===== src/rtl/mult_sequencer_if.sv =====
// mult_sequencer_if: request/response bundle between the EX-stage controller
// and the iterative multiply sequencer.
//   master (controller): drives start, op_unsigned, fbusA, fbusB, abort;
//                        observes busy, stall, done, result, ovf.
//   slave  (sequencer) : the mirror image.
// Operand/result buses use bit 0 = MSB ordering.
interface mult_sequencer_if #(
  parameter int WIDTH = 32
) ();
  logic             start;
  logic             op_unsigned;
  logic [0:WIDTH-1] fbusA;
  logic [0:WIDTH-1] fbusB;
  logic             abort;
  logic             busy;
  logic             stall;
  logic             done;
  logic [0:WIDTH-1] result;
  logic             ovf;

  modport master (
    output start, op_unsigned, fbusA, fbusB, abort,
    input  busy, stall, done, result, ovf
  );

  modport slave (
    input  start, op_unsigned, fbusA, fbusB, abort,
    output busy, stall, done, result, ovf
  );
endinterface


===== src/rtl/mult_sequencer.sv =====
// mult_sequencer: one-bit-per-cycle shift-add multiplier for mult/multu.
// A request is captured in IDLE, iterated for WIDTH cycles on operand
// magnitudes, sign-corrected in one extra cycle, then reported with a
// single-cycle done pulse. The pipeline is stalled while running.
// Ports:
//   clk   - system clock, rising edge
//   reset - synchronous, active-high
//   bus   - mult_sequencer_if.slave (start/op_unsigned/fbusA/fbusB/abort in;
//           busy/stall/done/result/ovf out)
module mult_sequencer #(
  parameter int WIDTH = 32
) (
  input  logic              clk,
  input  logic              reset,
  mult_sequencer_if.slave   bus
);

  localparam int CW = $clog2(WIDTH) + 1;

  typedef enum logic [1:0] {
    IDLE,
    RUN,
    NEG,
    DONE
  } state_t;

  state_t             state;
  logic [2*WIDTH-1:0] acc;
  logic [2*WIDTH-1:0] mcand;
  logic [WIDTH-1:0]   mplier;
  logic [CW-1:0]      count;
  logic               neg;
  logic               opUns;

  logic               busyR;
  logic               doneR;
  logic [WIDTH-1:0]   resultR;
  logic               ovfR;

  logic [WIDTH-1:0]   aVal;
  logic [WIDTH-1:0]   bVal;
  logic [WIDTH-1:0]   aMag;
  logic [WIDTH-1:0]   bMag;
  logic [2*WIDTH-1:0] accSigned;
  logic               upperNz;
  logic               ovfNext;

  // Operands arrive MSB-first; plain assignment keeps the numeric value.
  always_comb begin
    aVal = bus.fbusA;
    bVal = bus.fbusB;
    aMag = (!bus.op_unsigned && aVal[WIDTH-1]) ? -aVal : aVal;
    bMag = (!bus.op_unsigned && bVal[WIDTH-1]) ? -bVal : bVal;
  end

  // Overflow is judged on the unsigned magnitude product held in acc.
  always_comb begin
    accSigned = neg ? -acc : acc;
    upperNz   = |acc[2*WIDTH-1:WIDTH];
    if (opUns)
      ovfNext = upperNz;
    else if (!neg)
      ovfNext = upperNz | acc[WIDTH-1];
    else
      ovfNext = upperNz | (acc[WIDTH-1] & (|acc[WIDTH-2:0]));
  end

  assign bus.busy   = busyR;
  assign bus.done   = doneR;
  assign bus.result = resultR;
  assign bus.ovf    = ovfR;
  assign bus.stall  = busyR | (bus.start & (state == IDLE) & ~bus.abort);

  always_ff @(posedge clk) begin
    if (reset) begin
      state   <= IDLE;
      acc     <= '0;
      mcand   <= '0;
      mplier  <= '0;
      count   <= '0;
      neg     <= 1'b0;
      opUns   <= 1'b0;
      busyR   <= 1'b0;
      doneR   <= 1'b0;
      resultR <= '0;
      ovfR    <= 1'b0;
    end else begin
      case (state)
        IDLE: begin
          doneR <= 1'b0;
          if (bus.start && !bus.abort) begin
            mcand  <= {{WIDTH{1'b0}}, aMag};
            mplier <= bMag;
            neg    <= !bus.op_unsigned && (aVal[WIDTH-1] ^ bVal[WIDTH-1]);
            opUns  <= bus.op_unsigned;
            acc    <= '0;
            count  <= '0;
            busyR  <= 1'b1;
            state  <= RUN;
          end
        end

        RUN: begin
          if (bus.abort) begin
            busyR <= 1'b0;
            state <= IDLE;
          end else begin
            // mcand is pre-shifted each step, equivalent to mcand << count.
            if (mplier[0])
              acc <= acc + mcand;
            mcand  <= mcand << 1;
            mplier <= mplier >> 1;
            count  <= count + CW'(1);
            if (count == CW'(WIDTH - 1))
              state <= NEG;
          end
        end

        NEG: begin
          busyR <= 1'b0;
          if (bus.abort) begin
            state <= IDLE;
          end else begin
            acc     <= accSigned;
            resultR <= accSigned[WIDTH-1:0];
            ovfR    <= ovfNext;
            doneR   <= 1'b1;
            state   <= DONE;
          end
        end

        DONE: begin
          doneR <= 1'b0;
          state <= IDLE;
        end

        default: begin
          busyR <= 1'b0;
          doneR <= 1'b0;
          state <= IDLE;
        end
      endcase
    end
  end

endmodule

===== src/flat_wrapper.sv =====
// flat-port wrapper written by rule: the top's interface ports become plain ports
module mult_sequencer_flat 
#(
  parameter int WIDTH = 32
)
  (clk, reset, bus_start, bus_op_unsigned, bus_fbusA, bus_fbusB, bus_abort, bus_busy, bus_stall, bus_done, bus_result, bus_ovf);
  mult_sequencer_if #(.WIDTH(WIDTH)) bus_i ();
  input  logic clk;
  input  logic reset;
  input wire logic [$bits(bus_i.start)-1:0] bus_start;
  input wire logic [$bits(bus_i.op_unsigned)-1:0] bus_op_unsigned;
  input wire logic [$bits(bus_i.fbusA)-1:0] bus_fbusA;
  input wire logic [$bits(bus_i.fbusB)-1:0] bus_fbusB;
  input wire logic [$bits(bus_i.abort)-1:0] bus_abort;
  output wire logic [$bits(bus_i.busy)-1:0] bus_busy;
  output wire logic [$bits(bus_i.stall)-1:0] bus_stall;
  output wire logic [$bits(bus_i.done)-1:0] bus_done;
  output wire logic [$bits(bus_i.result)-1:0] bus_result;
  output wire logic [$bits(bus_i.ovf)-1:0] bus_ovf;
  assign bus_i.start = bus_start;
  assign bus_i.op_unsigned = bus_op_unsigned;
  assign bus_i.fbusA = bus_fbusA;
  assign bus_i.fbusB = bus_fbusB;
  assign bus_i.abort = bus_abort;
  assign bus_busy = bus_i.busy;
  assign bus_stall = bus_i.stall;
  assign bus_done = bus_i.done;
  assign bus_result = bus_i.result;
  assign bus_ovf = bus_i.ovf;
  mult_sequencer #(.WIDTH(WIDTH)) u_core (.clk(clk), .reset(reset), .bus(bus_i));
endmodule

===== config.mk =====
export PLATFORM = sky130hd
export DESIGN_NAME = mult_sequencer_flat
export DESIGN_NICKNAME = d
export VERILOG_FILES = /design/src/rtl/mult_sequencer_if.sv /design/src/rtl/mult_sequencer.sv /design/src/flat_wrapper.sv
export SDC_FILE = /design/constraint.sdc
export NUM_CORES = 1
export LEC_CHECK = 0
export ABC_AREA = 1
export CORE_ASPECT_RATIO = 1.75
export CORE_MARGIN = 3
export CORE_UTILIZATION = 40
export DETAILED_ROUTE_END_ITERATION = 10
export PLACE_DENSITY_LB_ADDON = 0.3
export SETUP_SLACK_MARGIN = 0.3
export SLEW_MARGIN = 5
export SYNTH_ARGS = -nofsm -noshare
export SYNTH_HDL_FRONTEND = slang
export SYNTH_SLANG_ARGS = --single-unit

===== constraint.sdc =====
create_clock -name clk -period 2.35 [get_ports clk]
set_clock_uncertainty 0.2 [all_clocks]
set_input_delay 0.47 -clock clk [delete_from_list [all_inputs] [get_ports clk]]
set_output_delay 0.47 -clock clk [all_outputs]
set_load 0.02 [all_outputs]

# Word-level counts from Yosys, hierarchy flattened
# Index checks and enable logic that the tools add are counted.
# Widths: inputs -> output; s select.
[word_totals]
input_bits = 69
regBits = 205
wordCells = 86
[op_classes]
add_sub_neg = 5
mux = 29
bitwise = 8
reduce_logical = 21
n_eq_ne = 11
[op_table]
columns = ["op", "count"]
rows = [
  ["$mux 64", 7],
  ["$pmux 64 s3", 1],
  ["$mux 32", 4],
  ["$pmux 64 s2", 1],
  ["$add 64x64->64", 1],
  ["$neg 32->32", 2],
  ["$neg 64->64", 1],
  ["$pmux 32 s2", 1],
  ["$reduce_or 32->1", 1],
  ["$reduce_or 31->1", 1],
  ["$mux 6", 2],
  ["$pmux 6 s2", 1],
  ["$mux 2", 4],
  ["$ne 2x2->1 const B", 4],
  ["$pmux 2 s4", 1],
  ["$reduce_and 2->1", 4],
  ["$add 6x1->6 const B", 1],
  ["$eq 6x5->1 const B", 1],
  ["$reduce_and 3->1", 2],
  ["$reduce_and 6->1", 1],
  ["$mux 1", 5],
  ["$reduce_and 5->1", 1],
  ["$eq 2x2->1 const B", 2],
  ["$logic_and 1x1->1", 4],
  ["other kinds (14)", 21],
]

# Depth between registers and ports, before layout
# Gate-level depths: netlist of the first run.
[logic_depth]
word_depth = 5
mapped_depth = 19

# Least setup slack after synthesis of the first run
# No wires, ideal clock.
[synth_timing]
path_kind = "register to register"
start = "register u_core.mcand[0]"
end = "register u_core.acc[56]"
setup_time_ps = 135
t_required_ps = 2015
path_buffers = 0
t_arrival_ps = 1902
stages_incl_launch_ff = 18
synth_period_minus_slack_ps = 2238
setup_slack_ps = 112
path_cell_list = "dfxtp_1 ha_1 inv_1 fa_1 inv_1 nand3_1 nand2_1 nand2_1 nand2_1 nand3_1 nand3_1 nand2_1 nand2_1 nand2_1 nand3_1 nand2_1 nand2_1 a21oi_1"
[synth_via]
elab_chain_len = 4
[synth_rtl]
columns = ["item", "line", "source"]
rows = [
  ["start, declared", "mult_sequencer.sv:29", "logic [2*WIDTH-1:0] mcand;"],
  ["start signal, assigned", "mult_sequencer.sv:92", "mcand <= {{WIDTH{1'b0}}, aMag};"],
  ["start signal, assigned", "mult_sequencer.sv:111", "mcand <= mcand << 1;"],
  ["$add 64x64->64", "mult_sequencer.sv:110", "acc <= acc + mcand;"],
  ["$mux 64", "mult_sequencer.sv:109", "if (mplier[0])"],
  ["$mux 64", "mult_sequencer.sv:104", "if (bus.abort) begin"],
  ["$pmux 64 s3", "mult_sequencer.sv:88", "case (state)"],
  ["end signal, assigned", "mult_sequencer.sv:110", ""],
  ["end signal, assigned", "mult_sequencer.sv:124", "acc <= accSigned;"],
  ["end, declared", "mult_sequencer.sv:28", "logic [2*WIDTH-1:0] acc;"],
]
# No other way between the ends. The select of a mux whose other input is x is not followed.
# A chain may end at the register's enable or synchronous reset.

# Worst setup path in the final report of the first run
[layout_timing]
start = "register u_core.acc[0]"
end = "register u_core.acc[8]"
[layout_via]
elab_chain_len = 4
word_cells_on_any_way = 7
cone_classes = "2 x add/sub; 5 x mux"
[layout_rtl]
columns = ["item", "line"]
rows = [
  ["$neg 64->64 or $add 64x64->64 (tied branches)", "mult_sequencer.sv:58, mult_sequencer.sv:110"],
  ["$mux 64, on equally long branches", "mult_sequencer.sv:58, mult_sequencer.sv:109"],
  ["$mux 64, on equally long branches", "mult_sequencer.sv:121, mult_sequencer.sv:104"],
  ["$pmux 64 s3 (*)", "mult_sequencer.sv:88"],
]
# Every way passes the cells marked *; elsewhere a longest branch is shown, timed or not. The select of a mux whose other input is x is not followed.

==> out/results.txt, run 1 <==
105 I/O pins were placed. The full die area was 47,200 um^2. The signal on the critical path passes through ha_4 > inv_2 > fa_2 > inv_2 > nand3_4 > buf_6 > nand2_4 > nand2_4 > nand2_4 > buf_6 > buf_6 > buf_6 > a21oi_2 > o21ai_2 > nand3_1 > nand2_1 > inv_1. The clock root buffer master is sky130_fd_sc_hd__clkbuf_16. The cell that appears most often on the critical path is sky130_fd_sc_hd__buf_6.

TritonCTS built the clock tree. The HPWL after detailed placement is 65,000 um. The logs give 29,300 um^2 for the final instance area and 92,300 um for the final routed wirelength across all metal layers. The critical register-to-register path startpoint was u_core.acc[0]$_SDFFE_PP0P_. Wire length of the first global-routing pass: 127,000 um. The count of cells along the worst hold path works out to 5.

Endpoint class of the critical path: a flip-flop. Across all register-to-register paths, the minimum setup slack is -0.24 ns. In this run the cell area measured after placement is 23,700 um^2.

The placement row count is 101, and the power dissipated by switching net loads is 4.05 mW. The run finished, with violations left. The run gives 0 as the count of max-cap constraint violations. Nature of the critical path startpoint: a flip-flop.

The clock slew at the register clock pins of the worst setup and hold paths came out at 0.07 ns. The path with the worst hold slack has its endpoint at u_core.mcand[1]$_SDFFE_PP0P_. The power per cell area was 393 nW/um^2. The number of search-and-repair iterations in the first detailed-routing pass was 6.

The logs give 1 for the depth of the CTS H-tree and 205 for the clock sink total. The logs give 32.5% for the combinational cell fraction of total power and 3,976 for the final net count. After routing, the total negative slack on setup checks comes to -5.03 ns. From synthesis to final layout, the design area changed by 64.6%.

For this design the static power due to leakage is 15.2 nW. The tools report the leftover overflow at the end of global routing as 0. Global routing used 35.5% of the available tracks. The largest total area in the synthesized netlist belongs to sky130_fd_sc_hd__dfxtp_1. After synthesis, the share of cell area in mux cells is 0%. The synthesized netlist devotes 5.10% of its cell area to adder and majority cells. The routed length per instance is 20.9 um. The destination of the worst register-to-register timing path is u_core.acc[8]$_SDFFE_PP0P_. The average cell area after synthesis works out to 5.59 um^2. The internal power is 7.48 mW. The clock network is responsible for 33.7% of the overall power. From left edge to right edge, the die measures 166 um. The peak supply drop was 471 uV; the per-cell via count in the routed design was 5.51. Clock tree synthesis inserted a total of 22 buffers.

The run gives 4,418 as the non-filler instance count after layout. The fraction of synthesized cell area taken by the top area cell type is 23.0%. By area the synthesized netlist is led by sky130_fd_sc_hd__dfxtp_1 (23%), sky130_fd_sc_hd__nand2_1 (23%), sky130_fd_sc_hd__inv_1 (10%). At the end of the flow the core is filled with cells to 67.1%. The slowest stage of the critical path belongs to the cell sky130_fd_sc_hd__fa_2. The clock passes through at most 3 buffers.

The worst min-delay path startpoint is bus_fbusA[1]. The worst setup slack after placement came out at -0.509 ns. From bottom edge to top edge, the die measures 285 um. The tightest hold path in the finished design has a slack of 0.194 ns. The run gives 104 as the largest net degree at the start of global routing.

The number of cells on the worst reg-to-reg path is 17. In this run, placement finished with an instance count of 4,311. Among all flip-flop cells after synthesis, the most frequent one is sky130_fd_sc_hd__dfxtp_1. By area, the combinational part of the netlist is dominated by simple AND/OR/NAND/NOR gates. The number of enable flip-flop cells after synthesis works out to 0. Setup repair after global routing could not meet its margin everywhere.

The fraction of the mapped netlist area in simple logic gates was 42.4%; the number of nets produced by synthesis was 3,328. The delay contributed by the slowest stage of the critical path came out at 0.37 ns. The run gives 0 as the final routed DRC violation total. The setup path with the least slack is of type flip-flop to flip-flop.

The sequential cells in the finished layout cover a total of 4270 um^2. Synthesis handed over a netlist of 3,187 instances. The data arrival time at the worst-slack endpoint is 2.83 ns.

The fraction of the yosys area taken by sequential cells came out at 23.0%. The number of storage elements in the synthesis netlist is 205, and the final critical-path setup slack is -0.244 ns. The maximum fanout along the worst path was 3. The region available for standard cell placement spans 43,700 um^2. Total of buffers placed on input and output ports: 104. The hold violation count in the final report was 0; the share of async-settable or async-resettable flops after synthesis was 0%. In this run, the number of DRC markers left after iteration 0 of detailed routing was 1,991. The mapped netlist covers 17,800 um^2.

The number of nets with antenna violations after detailed routing is 0, and the sequential fraction of design power is 33.8%. Max-slew violation count: 0. The synthesized-area fraction occupied by xor and xnor cells works out to 2.41%.

The routed design could run at a clock period as short as 2.59 ns. The area fraction in compound gates after synthesis is 14.5%, and the initial core utilization is 40.7%. For this run, the number of Yosys warnings is 0. For the pin with the worst max-slew slack, the measured transition is 0.624 ns. Overall power consumption after layout is estimated at 11.5 mW.

The run gives 1.14 as the final estimated routing congestion in global placement. The layout has 3,667 filler cells. The highest clock rate was 386 MHz; the relative slew slack was 58.2%. The tools report the initial antenna violation count as 0.

The final critical path takes up 110% of the cycle. The netlist uses 51 different library cells. Setup violations remaining at the end of the flow were counted as 50.

Net switching is 35.1% of the power. Clock latency on the worst-skew pair, taken at its later pin, is 0.56 ns. In this run the worst hold path is classified as input pin to flip-flop. In the final layout, the share of cells above drive strength 1 is 38.9%. The routed layout has 24,300 vias.

Area occupied by multi-input gates: 15,300 um^2. Number of global-route vias before repair: 23,200. STA puts the critical path data required time at 2.59 ns. The final reports fail on setup timing.
[cell type report]
cell class | instances | area share [%]
Multi-Input combinational cell | 2394 | 52.1
Timing Repair Buffer | 715 | 21.7
Sequential cell | 205 | 14.6
Inverter | 495 | 6.49
Tap cell | 566 | 2.41
Clock buffer | 27 | 2.04
Clock inverter | 13 | 0.606
Timing Repair inverter | 2 | 0.0512
Antenna cell | 1 | 0.00853
[state kept, by name, summed over array words and instances, names as in the netlist]
signal             count
u_core.bus.result     32
u_core.state           2
u_core.mcand          64
u_core.neg             1
u_core.bus.ovf         1
u_core.bus.busy        1
u_core.bus.done        1
u_core.acc            64
u_core.opUns           1
u_core.mplier         32
u_core.count           6
[power groups by stage]
stage	sequential, mW	combinational, mW	clock, mW
3_5_place_dp	3.92	3.01	0
2_1_floorplan	3.85	1.51	0
4_1_cts	3.88	3.31	3.90
6_report	3.89	3.75	3.89
5_1_grt	3.90	3.98	4.02
3_3_place_gp	3.92	2.99	0
[kinds of logic after synthesis]
group           Yosys count
compound gates          461
buf+inv                 588
simple gates           1812
fa+ha+maj                72
xor+xnor                 49
flops                   205
[routing by layer]
layer  global-route usage (%)  up-vias  wire [um]  share of wire [%]
met5                        0        -          0                  0
met4                     35.6        0      12700                 14
met3                     7.06      611       7440                8.1
met2                     61.9     1253      43900                 48
met1                     32.8    11100      28300                 31
li1                         -    11400          -                  -
[layout by cell type, fill, tap and decap left out, types with 57 or more instances in the layout]
master | Yosys | final
sky130_fd_sc_hd__nand2_1 | 1086 | 829
sky130_fd_sc_hd__buf_4 | 2 | 493
sky130_fd_sc_hd__inv_1 | 482 | 417
sky130_fd_sc_hd__nor2_1 | 357 | 249
sky130_fd_sc_hd__nand2_2 | 5 | 187
sky130_fd_sc_hd__a21oi_1 | 239 | 181
sky130_fd_sc_hd__nand3_1 | 220 | 154
sky130_fd_sc_hd__dfxtp_1 | 205 | 134
sky130_fd_sc_hd__buf_6 | 0 | 90
sky130_fd_sc_hd__nand2_4 | 0 | 70
sky130_fd_sc_hd__nor2_4 | 6 | 68
sky130_fd_sc_hd__inv_2 | 11 | 61
sky130_fd_sc_hd__nor2_2 | 13 | 59
sky130_fd_sc_hd__ha_4 | 0 | 57
[Yosys cell counts, types with 4 or more instances]
library cell,number
sky130_fd_sc_hd__o221ai_1,24
sky130_fd_sc_hd__nand2_1,1086
sky130_fd_sc_hd__nor3_1,44
sky130_fd_sc_hd__a22oi_1,5
sky130_fd_sc_hd__nor3b_1,5
sky130_fd_sc_hd__buf_2,22
sky130_fd_sc_hd__nand2_2,5
sky130_fd_sc_hd__o21ai_0,92
sky130_fd_sc_hd__o21ai_1,32
sky130_fd_sc_hd__dfxtp_1,205
sky130_fd_sc_hd__nor3_2,4
sky130_fd_sc_hd__xnor2_1,11
sky130_fd_sc_hd__nor4_1,10
sky130_fd_sc_hd__a31oi_1,13
sky130_fd_sc_hd__ha_1,71
sky130_fd_sc_hd__o31ai_1,6
sky130_fd_sc_hd__nor2_2,13
sky130_fd_sc_hd__nand3b_1,7
sky130_fd_sc_hd__buf_1,9
sky130_fd_sc_hd__nor2_4,6
sky130_fd_sc_hd__xor2_1,38
sky130_fd_sc_hd__clkbuf_1,60
sky130_fd_sc_hd__nor2_1,357
sky130_fd_sc_hd__a221oi_1,7
sky130_fd_sc_hd__inv_2,11
sky130_fd_sc_hd__inv_1,482
sky130_fd_sc_hd__o211ai_1,28
sky130_fd_sc_hd__a21oi_1,239
sky130_fd_sc_hd__nand3_1,220
sky130_fd_sc_hd__or2_2,19
sky130_fd_sc_hd__nand4_1,23
[critical path, delay by kind of cell (launching register included)]
family | cells | cell delay (ns)
adders and majority gates | 2 | 0.52
AOI/OAI and AO/OA | 2 | 0.13
DFF | 1 | 0.36
and+or+nand+nor | 6 | 0.68
buffers and inverters | 7 | 0.59
[how the worst max path moves through the flow]
stage	startpoint	to	slack, ns	cells after the start
after global placement	u_core.acc[11]$_SDFFE_PP0P_	u_core.acc[15]$_SDFFE_PP0P_	-0.48	11
after detailed placement	bus_fbusA[0]	u_core.mcand[26]$_SDFFE_PP0P_	-0.51	14
after CTS	u_core.acc[0]$_SDFFE_PP0P_	u_core.acc[32]$_SDFFE_PP0P_	-0.08	17
after floorplan	u_core.acc[0]$_SDFFE_PP0P_	u_core.acc[62]$_SDFFE_PP0P_	0.24	19
final	u_core.acc[0]$_SDFFE_PP0P_	u_core.acc[8]$_SDFFE_PP0P_	-0.24	17
after global routing	u_core.acc[0]$_SDFFE_PP0P_	u_core.acc[8]$_SDFFE_PP0P_	-0.26	17
[timing repair]
action,4_1_cts,5_1_grt
hold buffers,1,0
cloned,0,3
endpoints found under the setup margin,209,196
pin swaps,138,206
endpoints found under the hold margin,8,0
buffers inserted,17,45
resized for setup,607,574
Power figures use the tool's default switching activity.
==> run 2, diff against run 1 <==
--- a/config.mk
+++ b/config.mk
@@ -5,10 +5,9 @@
 export SDC_FILE = /design/constraint.sdc
 export NUM_CORES = 1
 export LEC_CHECK = 0
-export ABC_AREA = 1
 export CORE_ASPECT_RATIO = 1.75
 export CORE_MARGIN = 3
-export CORE_UTILIZATION = 40
+export CORE_UTILIZATION = 45
 export DETAILED_ROUTE_END_ITERATION = 10
 export PLACE_DENSITY_LB_ADDON = 0.3
 export SETUP_SLACK_MARGIN = 0.3
==> out/results.txt, run 2 <==
The run stopped with a tool error. It got as far as 5_1_grt and failed there. The first error in the log reads "[ERROR GRT-0232] Routing congestion too high. Check the congestion heatmap in the GUI".

The clock net in this run drives a total of 205 sinks. Counting tap cells, the placed design contains a total of 3,024 instances. Pin type at the end of the worst path: a register input. Global routing finished with a remaining overflow of 5.

Port buffering added 104 buffers. The tools report the maximum buffer depth of the clock tree as 3. The initial utilization of the core area, before any placement, comes to 46.1%. Summed over all instances, the cell type with the most area after synthesis is sky130_fd_sc_hd__dfxtp_1. The fraction of the yosys area taken by sequential cells was 28.0%; the average cell area after synthesis was 7.07 um^2.

The run gives 1 as the depth of the CTS H-tree. The worst setup slack after placement is -0.964 ns. Yosys mapped a number of flops with a built-in enable equal to 0. In this run the clock root is driven by a sky130_fd_sc_hd__clkbuf_16.

The TritonCTS buffer count is 22. For the total half-perimeter wirelength after legalization and detailed placement, the log shows 47,200 um. In the synthesized netlist, the cells that appear most often are sky130_fd_sc_hd__nand2_1 (331), sky130_fd_sc_hd__a21oi_1 (238), sky130_fd_sc_hd__dfxtp_1 (205), sky130_fd_sc_hd__nor2_1 (205), sky130_fd_sc_hd__o21ai_0 (162). The most used flip-flop cell after synthesis is sky130_fd_sc_hd__dfxtp_1. For the final estimated routing congestion in global placement, the log shows 1.04.

Yosys printed 0 warnings. After global-route timing repair, the worst endpoint was u_core.acc[50]$_SDFFE_PP0P_/D. After synthesis, the cell types taking the most area are sky130_fd_sc_hd__dfxtp_1 (28%), sky130_fd_sc_hd__nand2_1 (8.5%), sky130_fd_sc_hd__a21oi_1 (8.1%). Share of async-settable or async-resettable flops after synthesis: 0%. The combined area of all synthesized cells was 14,600 um^2.

Yosys instantiated no cell more often than sky130_fd_sc_hd__nand2_1. Counting distinct cell types in the post-synthesis netlist gives 64. The die is 245 um tall. Die width: 142 um. The placement row count was 86; the fraction of synthesized cell area taken by the top area cell type was 28.0%.

Counting flops and latches in the post-synthesis netlist gives 205. Entering global routing, the biggest net connects 106 pins. In the global route stage, overall resource usage came out at 47.4%. Counting every net in the synthesized netlist gives 2,212. The tools report the synthesized netlist cell count as 2,071. Pin placement for this block handled 105 I/O pins.
## run 2: repair_timing
| action | 4_1_cts |
|---|---|
| gates cloned | 13 |
| resized for setup | 581 |
| setup buffers | 79 |
| pin swaps | 246 |
| endpoints found under the setup margin | 228 |
| hold endpoints to repair | 2 |
| hold buffers | 1 |
## run 2: per-layer routing
| metal | track usage [%] | GRT overflow |
|---|---|---|
| met1 | 42.8 | 0 |
| met2 | 78.7 | 1 |
| met3 | 15.9 | 0 |
| met4 | 49.4 | 4 |
| met5 | 0.439 | 0 |
## run 2: cells by family after synthesis
kind of cell	count (synthesis)	synth area share, %
AO/OA/AOI/OAI	630	26.0
AND/OR/NAND/NOR	839	26.0
flip-flops	205	28.0
adder cells (fa/ha/maj)	72	6.21
multiplexers	7	0.479
XOR/XNOR	149	8.92
buffers and inverters	169	4.38
## run 2: through the flow
step	hold WS, ns	instance area (um^2)
3_3_place_gp	0.242	20900
4_1_cts	0.256	24600
3_5_place_dp	0.247	20900
2_1_floorplan	0.232	15500
==> run 3, diff against run 2 <==
--- a/config.mk
+++ b/config.mk
@@ -5,12 +5,10 @@
 export SDC_FILE = /design/constraint.sdc
 export NUM_CORES = 1
 export LEC_CHECK = 0
-export CORE_ASPECT_RATIO = 1.75
 export CORE_MARGIN = 3
-export CORE_UTILIZATION = 45
+export CORE_UTILIZATION = 30
 export DETAILED_ROUTE_END_ITERATION = 10
-export PLACE_DENSITY_LB_ADDON = 0.3
-export SETUP_SLACK_MARGIN = 0.3
+export PLACE_DENSITY_LB_ADDON = 0.15
 export SLEW_MARGIN = 5
 export SYNTH_ARGS = -nofsm -noshare
 export SYNTH_HDL_FRONTEND = slang
==> constraint.sdc (replaced) <==
create_clock -name clk -period 3.05 [get_ports clk]
set_clock_uncertainty 0.2 [all_clocks]
set_input_delay 0.61 -clock clk [delete_from_list [all_inputs] [get_ports clk]]
set_output_delay 0.61 -clock clk [all_outputs]
set_load 0.02 [all_outputs]
==> out/results.txt, run 3 <==
Synthesis produced a netlist whose cell count is 2,071. The logs give 0 for the hold violation count in the final report and 4,808 for the number of fillers in the final layout. The cts-stage hold buffer count was 0; the total of buffers placed on input and output ports was 104.

In the final routed layout, each cell accounts on average for 17.1 um. The depth of the CTS H-tree was 1. The congestion estimate from routability-driven global placement came to 0.921. The logs give 105 for the I/O pin total and 47,900 um^2 for the core footprint. Setup violations remaining at the end of the flow were counted as 24. After synthesis the netlist holds a flip-flop and latch count of 205. Clock insertion delay at the later pin of the skew report: 0.57 ns. The top cell types in the final layout, fill and taps aside, are sky130_fd_sc_hd__buf_4 (448), sky130_fd_sc_hd__nand2_1 (327), sky130_fd_sc_hd__a21oi_1 (223), sky130_fd_sc_hd__nor2_1 (197), sky130_fd_sc_hd__dfxtp_1 (183). Across the run, the number of max-cap violations was 0. Measured against its own limit, the worst slew margin works out to 59.4%.

The mapped netlist covers 14,600 um^2. After floorplanning, the core was divided into 80 placement rows. The initial antenna violation count is 1, and the clock sink total is 205. The post-synthesis to final-layout area growth was 47.5%. For the pin with the worst max-slew slack, the measured transition is 0.601 ns. The fraction of the yosys area taken by sequential cells is 28.0%. The nature of the critical path startpoint was a flip-flop. Detailed routing inserted a total of 16,500 vias. The tools report the endpoint class of the critical path as a flip-flop.

After synthesis, the most frequently instantiated cells are sky130_fd_sc_hd__nand2_1 (331), sky130_fd_sc_hd__a21oi_1 (238), sky130_fd_sc_hd__dfxtp_1 (205), sky130_fd_sc_hd__nor2_1 (205), sky130_fd_sc_hd__o21ai_0 (162). The number of global-route vias before repair is 15,600. Final instance area: 21,600 um^2.

The first global-routing pass estimated 85,500 um of wire. The number of nets with antenna violations after detailed routing is 0. Among all cell types in the netlist, the one instantiated most often is sky130_fd_sc_hd__nand2_1. The tools report the largest net degree at the start of global routing as 125. Yosys printed 0 warnings.

The final clock period utilization by the worst path is 108%, and the total half-perimeter wirelength after legalization and detailed placement is 41,800 um. For this design the static power due to leakage is 8.83 nW. TritonCTS built the clock tree.

For the sum of negative setup slack, the log shows -2.08 ns. For this run the aggregate overflow at the end of global routing stands at 0. The detailed router finished its first iteration with 1,135 violations. Measured along the x axis, the die boundary spans 227 um. The run gives 20.6% as the combined global-route utilization of all metal layers.

The maximum buffer depth of the clock tree was 3. Path class of the lowest-slack min-delay path: input pin to flip-flop. The largest registers in the layout are u_core.acc x64, u_core.mcand x64.

By area the synthesized netlist is led by sky130_fd_sc_hd__dfxtp_1 (28%), sky130_fd_sc_hd__nand2_1 (8.5%), sky130_fd_sc_hd__a21oi_1 (8.1%). Max-slew violation count: 0. Counting every net in the synthesized netlist gives 2,212. Final critical-path setup slack: -0.241 ns. After synthesis, the mean cell area works out to 7.07 um^2.

After the last flow step, the layout net total stands at 2,680. The final reports fail on setup timing. In the routed design, unresolved DRC markers number 0.

Leading cell type in the layout, fill and taps excluded: sky130_fd_sc_hd__buf_4. sky130_fd_sc_hd__dfxtp_1 takes more of the synthesized area than any other cell. From bottom edge to top edge, the die measures 227 um. The class of the most critical setup path was flip-flop to flip-flop. The number of enable flip-flop cells after synthesis was 0.

The maximum fanout along the worst path came out at 3. The fraction of layout instances using a drive strength above 1 was 27.2%; the clock period minus final worst setup slack was 3.29 ns. The share of async-settable or async-resettable flops after synthesis works out to 0%. Setup repair after global routing could not meet its margin everywhere.

The worst hold slack came out at 0.228 ns. Dividing the detail-routed via count by the number of cells gives 5.18. Power spread over the standard cell area amounts to 348 nW/um^2. Across the VDD grid, the largest voltage drop is 351 uV.

The number of different library cells used by synthesis comes to 64. For the worst setup path, the data required time is 3.29 ns. The share of synthesized area in the top cell type comes to 28.0%. The run gives 3.53 ns as the data arrival time at the worst-slack endpoint. The run finished, with violations left. The run gives 51,500 um^2 as the full die area. The placed cell count was 3,098. The clock root buffer master is sky130_fd_sc_hd__clkbuf_16. Post-detailed-placement cell area: 19,400 um^2. The TritonCTS buffer count came out at 26. In the synthesized netlist the dominant register cell turns out to be sky130_fd_sc_hd__dfxtp_1.

The non-filler instance count after layout was 3,176. Wires add up to 54,300 um. Clock-pin slew was measured on the worst setup and hold paths at 0.06 ns. The tools report the worst reg-to-reg setup slack as -0.24 ns. For this configuration, the core starts out at a cell density of 30.5%.

The first detailed-routing pass took 6 iterations. The run gives 304 MHz as the highest clock rate.
## run 3: cell counts after synthesis
Identical to the previous run, type by type.
## run 3: through the flow
stage | total power [mW] | setup slack, ns | util (%)
5_1_grt | 7.83 | -0.344 | 45.0
3_5_place_dp | 4.18 | -0.590 | 40.5
4_1_cts | 7.54 | -0.350 | 43.2
3_3_place_gp | 4.17 | -0.592 | 40.5
6_report | 7.50 | -0.241 | 45.0
2_1_floorplan | 3.55 | -0.0300 | -
## run 3: routing by layer
metal | vias to the layer above | routed length (um) | GRT usage, %
met1 | 7674 | 27900 | 31.7
met4 | 0 | 930 | 4.20
li1 | 8352 | - | -
met5 | - | 0 | 0
met2 | 377 | 22300 | 30.2
met3 | 58 | 3250 | 3.00
## run 3: worst paths after layout
path / start / depth (start not counted) / end
max: u_core.mcand[0]$_SDFFE_PP0P_ / 14 / u_core.acc[56]$_SDFFE_PP0P_
min: reset / 2 / u_core.acc[47]$_SDFFE_PP0P_
max reg2reg: u_core.mcand[0]$_SDFFE_PP0P_ / 14 / u_core.acc[56]$_SDFFE_PP0P_
min reg2reg: u_core.mplier[20]$_SDFFE_PP0P_ / 2 / u_core.mplier[20]$_SDFFE_PP0P_
## run 3: timing repair
action / in CTS / in global routing
endpoints found under the hold margin: 0 / 0
pin swaps: 28 / 71
setup buffers: 9 / 19
gates resized for setup: 64 / 176
endpoints found under the setup margin: 45 / 58
## run 3: logic make-up after synthesis
family,Yosys count,share of synthesized area (%)
AOI/OAI and AO/OA,630,26.0
xor gates and xnor gates,149,8.92
adders and majority gates,72,6.21
buffers and inverters,169,4.38
DFF,205,28.0
muxes,7,0.479
and+or+nand+nor,839,26.0
## run 3: cell type report
class	instances	area (um^2)	area share [%]
flip-flops and latches	205	4130	19.1
well taps	615	769	3.56
diodes	3	7.51	0.0348
repair buffers	575	4770	22.1
inverters	34	128	0.591
multi-input cells	1697	10900	50.4
clock inverters	13	158	0.730
clock buffers	34	752	3.48
## run 3: power breakdown
| part | switching, mW | leakage, nW | internal, mW |
|---|---|---|---|
| registers | 0.0622 | 1.67 | 2.75 |
| logic | 0.787 | 6.71 | 0.601 |
| clock network | 1.31 | 0.444 | 1.99 |
| total | 2.16 | 8.83 | 5.34 |
## run 3: worst max-delay path: stages (launching register included)
cell	delay [ns]
sky130_fd_sc_hd__dfxtp_4	0.36
sky130_fd_sc_hd__ha_4	0.14
sky130_fd_sc_hd__inv_2	0.04
sky130_fd_sc_hd__fa_2	0.33
sky130_fd_sc_hd__nand2b_4	0.16
sky130_fd_sc_hd__buf_4	0.13
sky130_fd_sc_hd__a211o_1	0.29
sky130_fd_sc_hd__a31o_4	0.27
sky130_fd_sc_hd__a31oi_4	0.18
sky130_fd_sc_hd__o2111ai_4	0.16
sky130_fd_sc_hd__a21o_1	0.24
sky130_fd_sc_hd__o31a_1	0.28
sky130_fd_sc_hd__o21bai_1	0.18
sky130_fd_sc_hd__xnor2_1	0.14
sky130_fd_sc_hd__o21ai_1	0.07
